[config.mk]
export PLATFORM = sky130hd
export DESIGN_NAME = apb_master_bridge
export DESIGN_NICKNAME = d
export VERILOG_FILES = /design/src/rtl/apb_master_bridge.sv
export SDC_FILE = /design/constraint.sdc
export NUM_CORES = 1
export LEC_CHECK = 0
export ABC_AREA = 1
export CORE_MARGIN = 10
export CORE_UTILIZATION = 37
export DETAILED_ROUTE_END_ITERATION = 6
export PLACE_DENSITY = 0.76
export SLEW_MARGIN = 20
export SYNTH_ARGS = -nofsm -noshare
export SYNTH_HDL_FRONTEND = slang
export SYNTH_SLANG_ARGS = --single-unit
[constraint.sdc]
create_clock -name HCLK -period 1.7 [get_ports HCLK]
set_input_delay 0.17 -clock HCLK [delete_from_list [all_inputs] [get_ports HCLK]]
set_output_delay 0.17 -clock HCLK [all_outputs]
set_load 0.02 [all_outputs]
[src/rtl/apb_master_bridge.sv]
// APB3 initiator: converts single-beat valid/ready requests into SETUP/ACCESS transfers
// and returns read data / error status on a valid/ready response channel.
module apb_master_bridge #(
  parameter int unsigned APB_ADDR_WIDTH = 12,
  parameter int unsigned TIMEOUT_CYCLES = 255
) (
  input  logic                      HCLK,
  input  logic                      HRESET,
  input  logic                      req_valid,
  output logic                      req_ready,
  input  logic [APB_ADDR_WIDTH-1:0] req_addr,
  input  logic                      req_write,
  input  logic [31:0]               req_wdata,
  output logic                      rsp_valid,
  input  logic                      rsp_ready,
  output logic [31:0]               rsp_rdata,
  output logic                      rsp_err,
  output logic                      rsp_timeout,
  output logic                      busy,
  output logic [APB_ADDR_WIDTH-1:0] PADDR,
  output logic [31:0]               PWDATA,
  output logic                      PWRITE,
  output logic                      PSEL,
  output logic                      PENABLE,
  input  logic [31:0]               PRDATA,
  input  logic                      PREADY,
  input  logic                      PSLVERR
);

  localparam logic [1:0] ST_IDLE   = 2'd0;
  localparam logic [1:0] ST_SETUP  = 2'd1;
  localparam logic [1:0] ST_ACCESS = 2'd2;
  localparam logic [1:0] ST_RESP   = 2'd3;

  localparam int unsigned CNT_W      = (TIMEOUT_CYCLES == 0) ? 1 : $clog2(TIMEOUT_CYCLES + 1);
  localparam bit          TIMEOUT_EN = (TIMEOUT_CYCLES != 0);
  // Counter value seen during the last ACCESS cycle allowed before abort
  localparam logic [CNT_W-1:0] LAST_WAIT = TIMEOUT_EN ? CNT_W'(TIMEOUT_CYCLES - 1) : '0;

  logic [1:0]                state_q, state_d;
  logic [CNT_W-1:0]          wait_cnt_q, wait_cnt_d;
  logic [APB_ADDR_WIDTH-1:0] paddr_d;
  logic [31:0]               pwdata_d;
  logic                      pwrite_d;
  logic [31:0]               rsp_rdata_d;
  logic                      rsp_err_d;
  logic                      rsp_timeout_d;

  // Next-state and next-payload decode
  always_comb begin
    state_d       = state_q;
    wait_cnt_d    = wait_cnt_q;
    paddr_d       = PADDR;
    pwdata_d      = PWDATA;
    pwrite_d      = PWRITE;
    rsp_rdata_d   = rsp_rdata;
    rsp_err_d     = rsp_err;
    rsp_timeout_d = rsp_timeout;

    case (state_q)
      ST_IDLE: begin
        if (req_valid) begin
          paddr_d    = req_addr;
          pwdata_d   = req_wdata;
          pwrite_d   = req_write;
          wait_cnt_d = '0;
          state_d    = ST_SETUP;
        end
      end
      ST_SETUP: begin
        state_d = ST_ACCESS;
      end
      ST_ACCESS: begin
        if (PREADY) begin
          rsp_rdata_d   = PWRITE ? 32'd0 : PRDATA;
          rsp_err_d     = PSLVERR;
          rsp_timeout_d = 1'b0;
          state_d       = ST_RESP;
        end else if (TIMEOUT_EN && (wait_cnt_q == LAST_WAIT)) begin
          rsp_rdata_d   = 32'd0;
          rsp_err_d     = 1'b1;
          rsp_timeout_d = 1'b1;
          state_d       = ST_RESP;
        end else if (wait_cnt_q != '1) begin
          wait_cnt_d = wait_cnt_q + CNT_W'(1);
        end
      end
      ST_RESP: begin
        if (rsp_ready) begin
          state_d = ST_IDLE;
        end
      end
      default: begin
        state_d = ST_IDLE;
      end
    endcase
  end

  // State and registered outputs; control strobes are decoded from the next state
  always_ff @(posedge HCLK) begin
    if (HRESET) begin
      state_q     <= ST_IDLE;
      wait_cnt_q  <= '0;
      PADDR       <= '0;
      PWDATA      <= '0;
      PWRITE      <= 1'b0;
      PSEL        <= 1'b0;
      PENABLE     <= 1'b0;
      req_ready   <= 1'b1;
      busy        <= 1'b0;
      rsp_valid   <= 1'b0;
      rsp_rdata   <= '0;
      rsp_err     <= 1'b0;
      rsp_timeout <= 1'b0;
    end else begin
      state_q     <= state_d;
      wait_cnt_q  <= wait_cnt_d;
      PADDR       <= paddr_d;
      PWDATA      <= pwdata_d;
      PWRITE      <= pwrite_d;
      PSEL        <= (state_d == ST_SETUP) || (state_d == ST_ACCESS);
      PENABLE     <= (state_d == ST_ACCESS);
      req_ready   <= (state_d == ST_IDLE);
      busy        <= (state_d != ST_IDLE);
      rsp_valid   <= (state_d == ST_RESP);
      rsp_rdata   <= rsp_rdata_d;
      rsp_err     <= rsp_err_d;
      rsp_timeout <= rsp_timeout_d;
    end
  end

endmodule

Word-level counts from Yosys, hierarchy flattened:

Index checks and enable logic that the tools add are counted.
Widths: inputs -> output; s select.

* bits in registers: 94
* bits in latches: 0
* RAM bits: 0
* memory bits (read-only): 0
* input bits: 83
* word-level logic and storage cells: 51
* memories: 0

* add/subtract/negate cells: 1
* multipliers: 0
* div/mod/pow operators: 0
* order comparisons: 0
* equality and inequality tests: 12
* shift-type cells: 0
* multiplexer cells: 16
* bitwise logic cells: 0
* reduce and logical (&&, ||, !) cells: 9

Operators with widths (number)
* $mux 32: 3
* $mux 8: 4
* $pmux 8 s2: 1
* $add 8x1->8 const B: 1
* $eq 2x2->1 const B: 4
* $eq 8x8->1 const B: 1
* $mux 2: 4
* $ne 2x2->1 const B: 4
* $ne 8x8->1 const B: 1
* $pmux 2 s4: 1
* $reduce_bool 2->1: 3
* $reduce_and 5->1: 1
* $eq 2x1->1 const B: 2
* $logic_not 2->1: 2
* $reduce_and 2->1: 2
* $mux 1: 3
* $logic_or 1x1->1: 1

Logic depth before layout (Yosys ltp):

Gate-level depths: netlist of run 1.

* depth after elaboration: 6
* depth in mapped cells: 12

Worst setup path after synthesis of run 1:

Ideal clock, no wire load.

* path type: register -> register
* start point: register wait_cnt_q[0]
* end point: register req_ready
* setup time: 0.123 ns
* arrival time: 1.508 ns
* path slack: 0.068 ns
* stages on the path, launching flop included: 12
* cells stage by stage: dfxtp_1 > inv_1 > ha_1 > inv_1 > nor2_2 > nand2_1 > nand2_1 > nand2_4 > nand2_1 > inv_1 > ha_1 > or2_2

* word-level cells in the longest chain between the ends: 5

RTL lines
* start, declared: RTL line 41 `logic [CNT_W-1:0] wait_cnt_q, wait_cnt_d;`
* start signal, assigned: RTL line 117 `wait_cnt_q <= wait_cnt_d;`
* $eq 8x8->1: RTL line 79 `end else if (TIMEOUT_EN && (wait_cnt_q == LAST_WAIT)) begin`
* $mux 2: RTL line 79
* $mux 2: RTL line 74 `if (PREADY) begin`
* $pmux 2 s4: RTL line 60 `case (state_q)`
* named net state_d[0]: RTL line 40 `logic [1:0] state_q, state_d;`
* $logic_not 2->1: RTL line 123 `req_ready <= (state_d == ST_IDLE);`
* end signal, assigned: RTL line 123
* end, declared: RTL line 10 `output logic req_ready,`

The timed path passes the listed nets, and every way through them passes these cells.
A chain may end at the register's enable or synchronous reset.

Final worst setup path of run 1:

* start point: register state_q[1]
* end point: register req_ready

* word-level cells in the longest chain between the ends: 4

RTL lines
* start, declared: RTL line 40
* start signal, assigned: RTL line 116 `state_q <= state_d;`
* $mux 2: RTL line 79
* $mux 2: RTL line 74
* $pmux 2 s4 *: RTL line 60
* named net state_d[1]: RTL line 40
* $logic_not 2->1 *: RTL line 123

Mark *: on every way through the listed nets, which the timed path passes. The rest lies on a longest branch.

==> results.sh, run 1 <==
export IMPL_root_buffer="clkbuf_8"
export IMPL_use_met1=0.175
export IMPL_finalMaxSlewViolations=0
export IMPL_placedCellCount=764
export IMPL_cts_buffer_depth=2
export IMPL_postCtsResizedCells=0
export IMPL_finalSetupViolations=0
export IMPL_crit_path_frequent_cell="inv_1"
export IMPL_startpoint="state_q[1]$_SDFF_PP0_"
export IMPL_r2r_start="state_q[1]$_SDFF_PP0_"
export IMPL_mappedNetlistArea_sq_um=3660
export IMPL_outcome="completed"
export IMPL_grt_antenna_before_repair=0
export IMPL_grt_usage=0.158
export IMPL_vdd_drop_max_uv=506
export IMPL_numPortBuffers=166
export IMPL_clk_pin_slew_ns=0.10
export IMPL_drt_total_wl_microns=11700
export IMPL_hold_path_class="primary input to flop"
export IMPL_intPower_mw=3.86
export IMPL_final_util=0.591
export IMPL_core_sq_um=9680
export IMPL_antenna_cells=0
export IMPL_routed_via_density=4.82
export IMPL_chipWidth_microns=119
export IMPL_worstPathRequired_ns=1.95
export IMPL_post_dp_hpwl_microns=8730
export IMPL_h_tree_depth=3
export IMPL_first_global_vias=3781
export IMPL_synth_distinct_cells=24
export IMPL_crit_path_top_delay_cell="dfxtp_1"
export IMPL_path_cells="inv_2 > nor2_4 > inv_1 > nand2_1 > inv_1 > ha_1 > or2_2"
export IMPL_fmax_mhz=629
export IMPL_cts_setup_buffers=0
export IMPL_synth_common_cells="nor2_1 (149), dfxtp_1 (94), o21ai_0 (79)"
export IMPL_fp_dieH_microns=119
export IMPL_whs_path_depth=3
export IMPL_rr_worst_depth=7
export IMPL_vias=3761
export IMPL_synth_top_cell_by_area="dfxtp_1"
export IMPL_yosys_cell_count_top_type="nor2_1"
export IMPL_power_frac_comb=0.236
export IMPL_clock_power_share=0.308
export IMPL_cts_tree="done"
export IMPL_max_cap_violations=0
export IMPL_synth_seq_cells=94
export IMPL_boundaryPins=167
export IMPL_cp_max_fo=6
export IMPL_dr_pass1_iters=4
export IMPL_ys_seq_area_frac=0.514
export IMPL_syn_avg_cell_area_sq_um=7.67
export IMPL_relSlewSlack=0.792
export IMPL_dpl_cell_area_sq_um=5480
export IMPL_crit_family="simple AND/OR/NAND/NOR gates"
export IMPL_yosysWarnings=0
export IMPL_cp_depth=7
export IMPL_cts_buffers=9
export IMPL_cts_sinks=94
export IMPL_synthTopCellsByArea="dfxtp_1 (51%), nor2_1 (15%), o21ai_0 (11%)"
export IMPL_crit_path_end_kind="flop"
export IMPL_hold_violations=0
export IMPL_stdcell_area_sq_um=5720
export IMPL_synth_edf_count=0
export IMPL_switching_power_mw=1.59
export IMPL_gp_congestion=0.780
export IMPL_hold_path_startpoint="req_wdata[26]"
export IMPL_max_stage_delay_ns=0.48
export IMPL_gr_usage_met2=0.265
export IMPL_power_frac_seq=0.456
export IMPL_busiest_layer="met2"
export IMPL_dieArea_sq_um=14300
export IMPL_worst_pin_slew_ns=0.309
export IMPL_drc=0
export IMPL_arrival_ns=1.84
export IMPL_grtUsageMet3=0.0751
export IMPL_grt_pass1_wl_microns=18900
export IMPL_fin_cells=780
export IMPL_gr_total_overflow=0
export IMPL_holdWs_ns=0.387
export IMPL_synth_top_cell_area_share=0.514
export IMPL_cts_hold_buf=0
export IMPL_finClkSkew_ns=0.0129
export IMPL_p_leak_nw=2.37
export IMPL_clk_latency_ns=0.35
export IMPL_drt_wirelength_per_cell_microns=15.0
export IMPL_start_kind="flop"
export IMPL_synthArstFlopShare=0
export IMPL_min_period_over_period=0.935
export IMPL_setup_ws_ns=0.110
export IMPL_drive_gt1_frac=0.0773
export IMPL_start_util=0.378
export IMPL_p_sw_frac=0.292
export IMPL_path_class="flop to flop"
export IMPL_critical_path_buf_inv_count=3
export IMPL_ys_flop_type="dfxtp_1"
export IMPL_rows=36
export IMPL_drt_iter0_drc=153
export IMPL_syn_num_nets=566
export IMPL_p_per_area_nw_per_um2=953
export IMPL_layout_nets=731
export IMPL_syn_to_final_growth_pct=56.4
export IMPL_post_place_ws_ns=0.00738
export IMPL_ant_nets=0
export IMPL_grt_max_degree=37
export IMPL_synthCells=477
export IMPL_period_minus_slack_ns=1.59
[cell usage in the layout (no fill, tap or decap), types with 3 or more instances in the layout]
master | Yosys | final
inv_2 | 2 | 3
nand3_1 | 9 | 9
nor2_2 | 1 | 5
inv_1 | 22 | 21
ha_1 | 6 | 6
nor2_1 | 149 | 145
a21oi_1 | 37 | 37
buf_4 | 1 | 13
clkdlybuf4s50_1 | 0 | 166
clkbuf_8 | 0 | 9
o21ai_0 | 79 | 79
nand2_1 | 31 | 30
o21ai_1 | 4 | 4
dfxtp_1 | 94 | 94
[layout make-up]
class | instances | area [sq um]
Inverter | 24 | 90.1
Fill cell | 884 | 3960
Tap cell | 133 | 166
Multi-Input combinational cell | 330 | 1530
Clock buffer | 9 | 124
Sequential cell | 94 | 1880
Clock inverter | 7 | 104
Timing Repair Buffer | 183 | 1830
[state kept, by name, indices dropped and copies added (netlist names)]
register / cells
rsp_timeout: 1
PWRITE: 1
busy: 1
PWDATA: 32
PSEL: 1
wait_cnt_q: 8
PENABLE: 1
rsp_err: 1
req_ready: 1
rsp_rdata: 32
PADDR: 12
rsp_valid: 1
state_q: 2
[worst register-to-register path: cells and delay by family (launching register included)]
family	cells	cell delay, ns
and+or+nand+nor	3	0.57
DFF	1	0.48
buffers and inverters	3	0.28
adders and majority gates	1	0.17
[worst paths after layout]
kind | slack [ns] | end
worst max-delay path | 0.11 | req_ready$_SDFF_PP1_
worst min-delay path | 0.39 | PWDATA[26]$_SDFFE_PP0P_
worst max register to register | 0.11 | req_ready$_SDFF_PP1_
worst min register to register | 0.48 | rsp_err$_SDFFE_PP0P_
[through the flow]
stage | power [mW] | setup TNS, ns
floorplan | 3.13 | 0
global placement | 3.80 | 0
detailed placement | 3.83 | 0
CTS | 5.53 | 0
global route | 5.75 | -0.0209
finish | 5.45 | 0
[logic make-up after synthesis]
group | after synthesis | synth area share
AOI/OAI and AO/OA | 124 | 0.173
buffers and inverters | 53 | 0.0721
and+or+nand+nor | 200 | 0.220
DFF | 94 | 0.514
adders and majority gates | 6 | 0.0205
[metal layers]
metal | vias to the layer above | wire [microns]
met4 | 0 | 64
met5 | - | 0
met3 | 5 | 1210
met2 | 138 | 5630
li1 | 1867 | -
met1 | 1751 | 4790
[power by group through the flow]
stage	sequential [mW]	combinational, mW	clock (mW)
after floorplan	2.74	0.390	0
after global placement	2.53	1.27	0
after detailed placement	2.53	1.29	0
after CTS	2.49	1.30	1.74
after global routing	2.51	1.41	1.83
final	2.49	1.29	1.68
Note: power is estimated with default switching activity, not from simulation.
==> run 2: changes to the inputs <==
Settings changed: SKIP_LAST_GASP set to 1.
==> results.sh, run 2 (same netlist as run 1, synthesis figures left out) <==
export IMPL_outcome="completed"
export IMPL_routed_via_density=4.82
export IMPL_path_class="flop to flop"
export IMPL_hold_path_startpoint="req_wdata[26]"
export IMPL_gr_total_overflow=0
export IMPL_path_cells="inv_2 > nor2_4 > inv_1 > nand2_1 > inv_1 > ha_1 > or2_2"
export IMPL_clk_latency_ns=0.35
export IMPL_chipWidth_microns=119
export IMPL_root_buffer="clkbuf_8"
export IMPL_core_sq_um=9680
export IMPL_relSlewSlack=0.792
export IMPL_crit_path_top_delay_cell="dfxtp_1"
export IMPL_cts_hold_buf=0
export IMPL_final_util=0.591
export IMPL_numPortBuffers=166
export IMPL_reg_top3="PWDATA (32), rsp_rdata (32), PADDR (12)"
export IMPL_antenna_cells=0
export IMPL_drive_gt1_frac=0.0773
export IMPL_tns_ns=0
export IMPL_drt_total_wl_microns=11700
export IMPL_grt_max_degree=37
export IMPL_drt_iter0_drc=153
export IMPL_start_util=0.378
export IMPL_grt_antenna_before_repair=0
export IMPL_fp_dieH_microns=119
export IMPL_layout_common_cells="clkdlybuf4s50_1 (166), nor2_1 (145), dfxtp_1 (94), o21ai_0 (79), a21oi_1 (37)"
export IMPL_grt_usage=0.158
export IMPL_drt_wirelength_per_cell_microns=15.0
export IMPL_worst_pin_slew_ns=0.309
export IMPL_whs_path_depth=3
export IMPL_layout_nets=731
export IMPL_vias=3761
export IMPL_crit_family="simple AND/OR/NAND/NOR gates"
export IMPL_fin_cells=780
export IMPL_rr_worst_depth=7
export IMPL_finalMaxSlewViolations=0
export IMPL_dieArea_sq_um=14300
export IMPL_start_kind="flop"
export IMPL_worstPathRequired_ns=1.95
export IMPL_p_leak_nw=2.37
export IMPL_final_common_cell="clkdlybuf4s50_1"
export IMPL_reg2reg_slack_ns=0.11
export IMPL_min_period_over_period=0.935
export IMPL_finClkSkew_ns=0.0129
export IMPL_cts_buffer_depth=2
export IMPL_cts_sinks=94
export IMPL_critical_path_buf_inv_count=3
export IMPL_finalSetupViolations=0
export IMPL_grt_pass1_wl_microns=18900
export IMPL_syn_to_final_growth_pct=56.3
export IMPL_cts_tree="done"
export IMPL_h_tree_depth=3
export IMPL_ant_nets=0
export IMPL_rsz0062_at_grt="yes"
export IMPL_hold_path_class="primary input to flop"
export IMPL_holdWs_ns=0.387
export IMPL_cts_buffers=9
export IMPL_gp_congestion=0.780
export IMPL_max_stage_delay_ns=0.48
export IMPL_post_place_ws_ns=0.00738
export IMPL_max_cap_violations=0
export IMPL_cts_setup_buffers=0
export IMPL_period_minus_slack_ns=1.59
export IMPL_placedCellCount=764
export IMPL_vdd_drop_max_uv=506
export IMPL_cp_max_fo=6
export IMPL_r2r_end="req_ready$_SDFF_PP1_"
export IMPL_first_global_vias=3781
export IMPL_setup_ws_ns=0.110
export IMPL_crit_path_end_kind="flop"
export IMPL_drc=0
export IMPL_clk_pin_slew_ns=0.10
export IMPL_arrival_ns=1.84
export IMPL_hold_end="PWDATA[26]$_SDFFE_PP0P_"
export IMPL_post_dp_hpwl_microns=8730
export IMPL_dr_pass1_iters=4
export IMPL_boundaryPins=167
export IMPL_crit_path_frequent_cell="inv_1"
export IMPL_p_per_area_nw_per_um2=953
export IMPL_hold_violations=0
export IMPL_r2r_start="state_q[1]$_SDFF_PP0_"
export IMPL_rows=36
export IMPL_fmax_mhz=629
-- run 2: cell counts in the layout (fill, tap and decap cells not counted) --
Identical to the previous run, type by type.
-- run 2: per-stage QoR --
| stage | total power, mW | area, sq um |
|---|---|---|
| finish | 5.45 | 5720 |
| global route | 5.75 | 5720 |
| CTS | 5.53 | 5700 |
| detailed placement | 3.83 | 5480 |
| global placement | 3.80 | 5480 |
| floorplan | 3.13 | 3660 |
-- run 2: what timing repair did --
action                                 CTS  global route
resized for setup                        0             6
endpoints found under the hold margin    0             0
setup endpoints to repair                0            21
-- run 2: final cells by class --
class,instances,area [sq um]
repair buffers,183,1820
fillers,886,3960
clock buffers,9,124
flip-flops and latches,94,1880
clock inverters,7,104
inverters,24,90.1
well taps,133,166
multi-input cells,330,1530
-- run 2: worst register-to-register path: cells and delay by family, from the launching register on --
family | cells | cell delay, ns
simple gates | 3 | 0.57
flops | 1 | 0.48
buf+inv | 3 | 0.28
fa+ha+maj | 1 | 0.17
-- run 2: power by group --
part	switching, mW	total [mW]	internal [mW]	leakage [nW]
logic	0.667	1.29	0.621	1.49
registers	0.0967	2.49	2.39	0.772
clock network	0.830	1.68	0.849	0.108
total	1.59	5.45	3.86	2.37
-- run 2: worst max-delay path by stage --
stage / slack (ns) / cells after the start / to / start
floorplan: 0.07 / 11 / req_ready$_SDFF_PP1_ / wait_cnt_q[0]$_SDFFE_PP0P_
global placement: 0.01 / 8 / wait_cnt_q[0]$_SDFFE_PP0P_ / PREADY
detailed placement: 0.007 / 8 / wait_cnt_q[1]$_SDFFE_PP0P_ / PREADY
CTS: 0.02 / 11 / wait_cnt_q[1]$_SDFFE_PP0P_ / wait_cnt_q[0]$_SDFFE_PP0P_
global route: -0.01 / 7 / rsp_timeout$_SDFFE_PP0P_ / state_q[1]$_SDFF_PP0_
finish: 0.11 / 7 / req_ready$_SDFF_PP1_ / state_q[1]$_SDFF_PP0_
-- run 2: routing by layer --
layer / wire [microns] / vias to the layer above / GRT usage
met3: 1210 / 5 / 0.0751
li1: - / 1867 / -
met5: 0 / - / 0
met4: 64 / 0 / 0.0468
met2: 5630 / 138 / 0.265
met1: 4790 / 1751 / 0.175
==> run 3: changes to the inputs <==
Settings changed: CAP_MARGIN set to 10.
==> results of run 3 <==
Final layout, timing and power as in run 2 (identical DEF).
